<file path="src/rtl/alu_arbiter.sv">
`default_nettype none
// ============================================================================
// Module   : alu_arbiter
// Brief    : Two-requester arbiter sharing one external ALU with fixed latency.
//            Define ALU_ARBITER_RR_EN for round-robin contention, else req0 wins.
// Revision : 1.0 - initial release
// ============================================================================
module alu_arbiter #(
    parameter int ALU_LAT = 1
) (
    input  logic        clk,
    input  logic        rst_n,
    input  logic        req0_valid,
    input  logic        req1_valid,
    output logic        req0_ready,
    output logic        req1_ready,
    input  logic [3:0]  req0_aluop,
    input  logic [3:0]  req1_aluop,
    input  logic [31:0] req0_a,
    input  logic [31:0] req0_b,
    input  logic [31:0] req1_a,
    input  logic [31:0] req1_b,
    output logic [3:0]  alu_aluop,
    output logic [31:0] alu_a,
    output logic [31:0] alu_b,
    input  logic [31:0] alu_result,
    input  logic        alu_zero,
    output logic        rsp0_valid,
    output logic        rsp1_valid,
    output logic [31:0] rsp_result,
    output logic        rsp_zero
);

    typedef enum logic [1:0] {
        IDLE = 2'd0,
        EXEC = 2'd1,
        RESP = 2'd2
    } state_t;

    localparam logic [3:0] LAT_M1 = 4'(ALU_LAT - 1);

    state_t      state_q, state_d;
    logic [3:0]  cnt_q, cnt_d;
    logic        last_grant_q, last_grant_d;
    logic [3:0]  aluop_q, aluop_d;
    logic [31:0] a_q, a_d;
    logic [31:0] b_q, b_d;
    logic [31:0] res_q, res_d;
    logic        zero_q, zero_d;
    logic        rsp0_q, rsp0_d;
    logic        rsp1_q, rsp1_d;

    logic        pick1;
    logic        in_idle;
    logic        gnt0;
    logic        gnt1;
    logic        capture;

    // Contention winner: requester 1 only when it did not win the last grant.
`ifdef ALU_ARBITER_RR_EN
    assign pick1 = ~last_grant_q;
`else
    assign pick1 = 1'b0;
`endif

    assign in_idle    = (state_q == IDLE) && rst_n;
    assign gnt0       = in_idle && req0_valid && (!req1_valid || !pick1);
    assign gnt1       = in_idle && req1_valid && (!req0_valid || pick1);
    assign req0_ready = gnt0;
    assign req1_ready = gnt1;
    assign capture    = (state_q == EXEC) && (cnt_q == 4'd0);

    always_comb begin
        state_d      = state_q;
        cnt_d        = cnt_q;
        last_grant_d = last_grant_q;
        aluop_d      = aluop_q;
        a_d          = a_q;
        b_d          = b_q;
        res_d        = res_q;
        zero_d       = zero_q;
        rsp0_d       = 1'b0;
        rsp1_d       = 1'b0;
        case (state_q)
            IDLE: begin
                if (gnt0 || gnt1) begin
                    state_d      = EXEC;
                    cnt_d        = LAT_M1;
                    last_grant_d = gnt1;
                    aluop_d      = gnt1 ? req1_aluop : req0_aluop;
                    a_d          = gnt1 ? req1_a     : req0_a;
                    b_d          = gnt1 ? req1_b     : req0_b;
                end
            end
            EXEC: begin
                if (capture) begin
                    state_d = RESP;
                    res_d   = alu_result;
                    zero_d  = alu_zero;
                    rsp0_d  = ~last_grant_q;
                    rsp1_d  = last_grant_q;
                end else begin
                    cnt_d = cnt_q - 4'd1;
                end
            end
            RESP: begin
                state_d = IDLE;
            end
            default: begin
                state_d = IDLE;
            end
        endcase
    end

    always_ff @(posedge clk or negedge rst_n) begin
        if (!rst_n) begin
            state_q      <= IDLE;
            cnt_q        <= 4'd0;
            last_grant_q <= 1'b1;
            aluop_q      <= 4'd0;
            a_q          <= 32'd0;
            b_q          <= 32'd0;
            res_q        <= 32'd0;
            zero_q       <= 1'b0;
            rsp0_q       <= 1'b0;
            rsp1_q       <= 1'b0;
        end else begin
            state_q      <= state_d;
            cnt_q        <= cnt_d;
            last_grant_q <= last_grant_d;
            aluop_q      <= aluop_d;
            a_q          <= a_d;
            b_q          <= b_d;
            res_q        <= res_d;
            zero_q       <= zero_d;
            rsp0_q       <= rsp0_d;
            rsp1_q       <= rsp1_d;
        end
    end

    assign alu_aluop  = aluop_q;
    assign alu_a      = a_q;
    assign alu_b      = b_q;
    assign rsp_result = res_q;
    assign rsp_zero   = zero_q;
    assign rsp0_valid = rsp0_q;
    assign rsp1_valid = rsp1_q;

endmodule
`default_nettype wire

</file>
<file path="config.mk">
export PLATFORM = sky130hd
export DESIGN_NAME = alu_arbiter
export DESIGN_NICKNAME = d
export VERILOG_FILES = /design/src/rtl/alu_arbiter.sv
export SDC_FILE = /design/constraint.sdc
export NUM_CORES = 1
export LEC_CHECK = 0
export ABC_AREA = 1
export BUFFER_PORTS_ARGS = -buffer_cell sky130_fd_sc_hd__buf_2
export CORE_ASPECT_RATIO = 0.7
export CORE_MARGIN = 2
export CORE_UTILIZATION = 25
export CTS_CLUSTER_SIZE = 14
export DETAILED_ROUTE_END_ITERATION = 10
export GPL_TIMING_DRIVEN = 0
export SETUP_SLACK_MARGIN = 0.3
export SLEW_MARGIN = 40
export SYNTH_ARGS = -nofsm -noshare
export SYNTH_HDL_FRONTEND = slang
export SYNTH_SLANG_ARGS = --single-unit
</file>
<file path="constraint.sdc">
create_clock -name clk -period 1.95 [get_ports clk]
set_input_delay 0.39 -clock clk [delete_from_list [all_inputs] [get_ports clk]]
set_output_delay 0.39 -clock clk [all_outputs]
set_load 0.03 [all_outputs]
</file>
==> results.ini <==
[detailed_routing]
drt_pass1_iterations = 4
viasPerCell = 4.400
drtIter0Drc = 262
wl_um = 16230
wl_per_cell_um = 14.64
ant_nets = 0
dr_total_vias = 4880
post-route-drc-count = 0

[place]
numPortBuffers = 277
routabilityCongestion = 0.7527
dp_hpwl_um = 11880
numPlacedInstances = 1084

[power]
p_leak_nw = 3.853
power_w = 0.01204
ir_drop_mv = 0.6352
cellPowerDensity_nw_per_um2 = 1715

[floorplan]
start_util = 0.2545
ios = 278
row_count = 42
core-area_um2 = 18810
die_x_um = 169.4
die_h_um = 119.8
die_area_um2 = 20290

[worst_hold_path]
hp-class = input port to asynchronous set/reset pin

[sta]
finalHoldViolCount = 44
slew_headroom = 0.6767
slew_violations = 0
tns_ns = 0
holdWs_ns = -0.1249
finClkSkew_ns = 0.005151
period_minus_slack_ns = 1.801
finalSetupViolations = 0
fmax_ghz = 0.5553
worstMarginPinSlew_ns = 0.4849
rsz0062_at_grt = yes
fin_crit_sh = 0.9235

[global_routing]
grt_use_met2 = 0.2342
grt_usage = 0.1598
met3_usage = 0.04485
grt_max_degree = 47
antenna_found_initial = 2
grt_overflow_total = 0
busiest_layer = met2
grt_pass1_wl_um = 25140
met1_usage = 0.2313
first_global_vias = 4746

[finish]
syn_to_final_growth_pct = 46.60
nets = 1037
final_common_cell = buf_2
instances_no_fill = 1109
final_cell_mix = buf_2 (282), nand2_1 (246), nand3_1 (142), dfrtp_1 (109), buf_4 (15)
n_antenna_cell = 0
drive_above_1_share = 0.3991
fill_cells = 1966

[status]
violations = hold timing
status = complete, but fails checks

[yosys]
ys_seq_area_frac = 0.5753
synth_top_area_frac = 0.5698
ys_types = 19
yosys_register_bits = 110
avgSynthCellArea_um2 = 8.488
async_flop_share = 1.000
ys.flop_type = dfrtp_1
synth_edf_count = 0
ys_warn_count = 0
synth_area_leader_cell = dfrtp_1
synth_nets = 739
synthCells = 564
syn_area_um2 = 4787
synthTopCellsByArea = dfrtp_1 (57%), nand2_1 (19%), nand3_1 (15%)

[cts]
clk_latency_ns = 0.35
cts_tree = done
path_clk_slew_ns = 0.08
clock_path_buffers = 2
cts_buffers = 9
clock-sinks = 110
cts_max_level = 3
clock-root-buffer = clkbuf_16

[worst_setup_path]
crit_arrival_ns = 1.41
crit_chain = nor2_4, nand4_4, clkinv_4, buf_12, buf_8
crit_path_max_incr_delay_ns = 0.41
slowest_stage = dfrtp_1
crit_fanout = 2
end_kind = output port
path_buf_inv = 3
cpLargestDelayFamily = flip-flops
start_kind = flip-flop
cp_data_required_time_ns = 1.56
timing_worst_setup_path_type = flip-flop to output port

[job]
cap_violations = 0

-- worst paths after layout --
kind | slack, ns | cells after the start | to | start
setup / recovery | 0.15 | 5 | req1_ready | state_q[1]
hold / removal | -0.12 | 1 | rsp_result[9] | rst_n
setup reg to reg | 0.35 | 7 | alu_b[23] | state_q[1]
hold reg to reg | 0.48 | 2 | rsp_result[30] | rsp_result[30]
max in group asynchronous | 1.44 | 2 | rsp_result[20] | rst_n
min in group clk | 0.22 | 3 | rsp_result[2] | alu_result[2]
-- cells by family after synthesis --
logic type / count (synthesis) / synth area share
fa+ha+maj: 2 / 0.005227
compound gates: 3 / 0.003660
flops: 110 / 0.5753
simple gates: 403 / 0.3599
xor+xnor: 1 / 0.001830
buf+inv: 45 / 0.05410
-- metal layers --
layer	part of all wire	vias to the layer above
met4	0.014	2
met2	0.42	219
met5	0.00080	-
li1	-	2421
met3	0.081	20
met1	0.49	2218
-- report_power, final --
| group | internal, W | switching, W | total (W) |
|---|---|---|---|
| sequential | 0.00341 | 0.000602 | 0.00401 |
| combinational | 0.00189 | 0.00424 | 0.00613 |
| clock | 0.000915 | 0.000986 | 0.00190 |
-- registers in the layout (all words and copies together) (netlist names) --
name,cells
rsp_result,32
rsp_zero,1
cnt_q,4
state_q,2
rsp1_valid,1
last_grant_q,1
alu_aluop,4
alu_b,32
alu_a,32
rsp0_valid,1
-- synth_stat cells, types with 3 or more instances --
cell type / instances
buf_4: 6
buf_6: 6
inv_2: 3
buf_1: 3
buf_2: 18
dfrtp_1: 109
nand2_2: 3
nand2_1: 246
inv_1: 7
nor2_1: 8
nand3_1: 143
-- worst reg2reg max path, delay by kind of cell, from the launching register on --
| kind | cells | cell delay [ns] |
|---|---|---|
| buffers and inverters | 3 | 0.56 |
| AND/OR/NAND/NOR | 4 | 0.52 |
| flip-flops | 1 | 0.41 |
-- area by class of cell --
cell class,instances,area (µm²),share of cell area
inverter,10,45.04,0.006418
timing repair buffer,287,1555,0.2216
clock inverter,7,78.83,0.01123
buffer,35,264.0,0.03762
clock buffer,9,225.2,0.03209
multi-input combinational,409,1793,0.2555
tap,242,302.8,0.04314
sequential,110,2754,0.3924
-- stage by stage --
stage | util | hold slack, ns | setup slack, ns | area [µm²]
6_report | 0.3730 | -0.1249 | 0.1491 | 7018
5_1_grt | 0.3730 | -0.1239 | 0.09982 | 7018
4_1_cts | 0.3688 | -0.1283 | 0.08372 | 6939
3_5_place_dp | 0.3462 | 0.3040 | -0.7581 | 6514
3_3_place_gp | 0.3442 | 0.4585 | -2.397 | 6476
2_1_floorplan | - | 0.09441 | 0.4990 | 4787
-- timing repair --
item | 4_1_cts | 5_1_grt
setup endpoints to repair | 75 | 100
setup buffers | 5 | 2
pin swaps | 3 | 2
gates cloned | 1 | 1
resized for setup | 14 | 18
endpoints found under the hold margin | 44 | 44
Note: power is estimated with default switching activity, not from simulation.
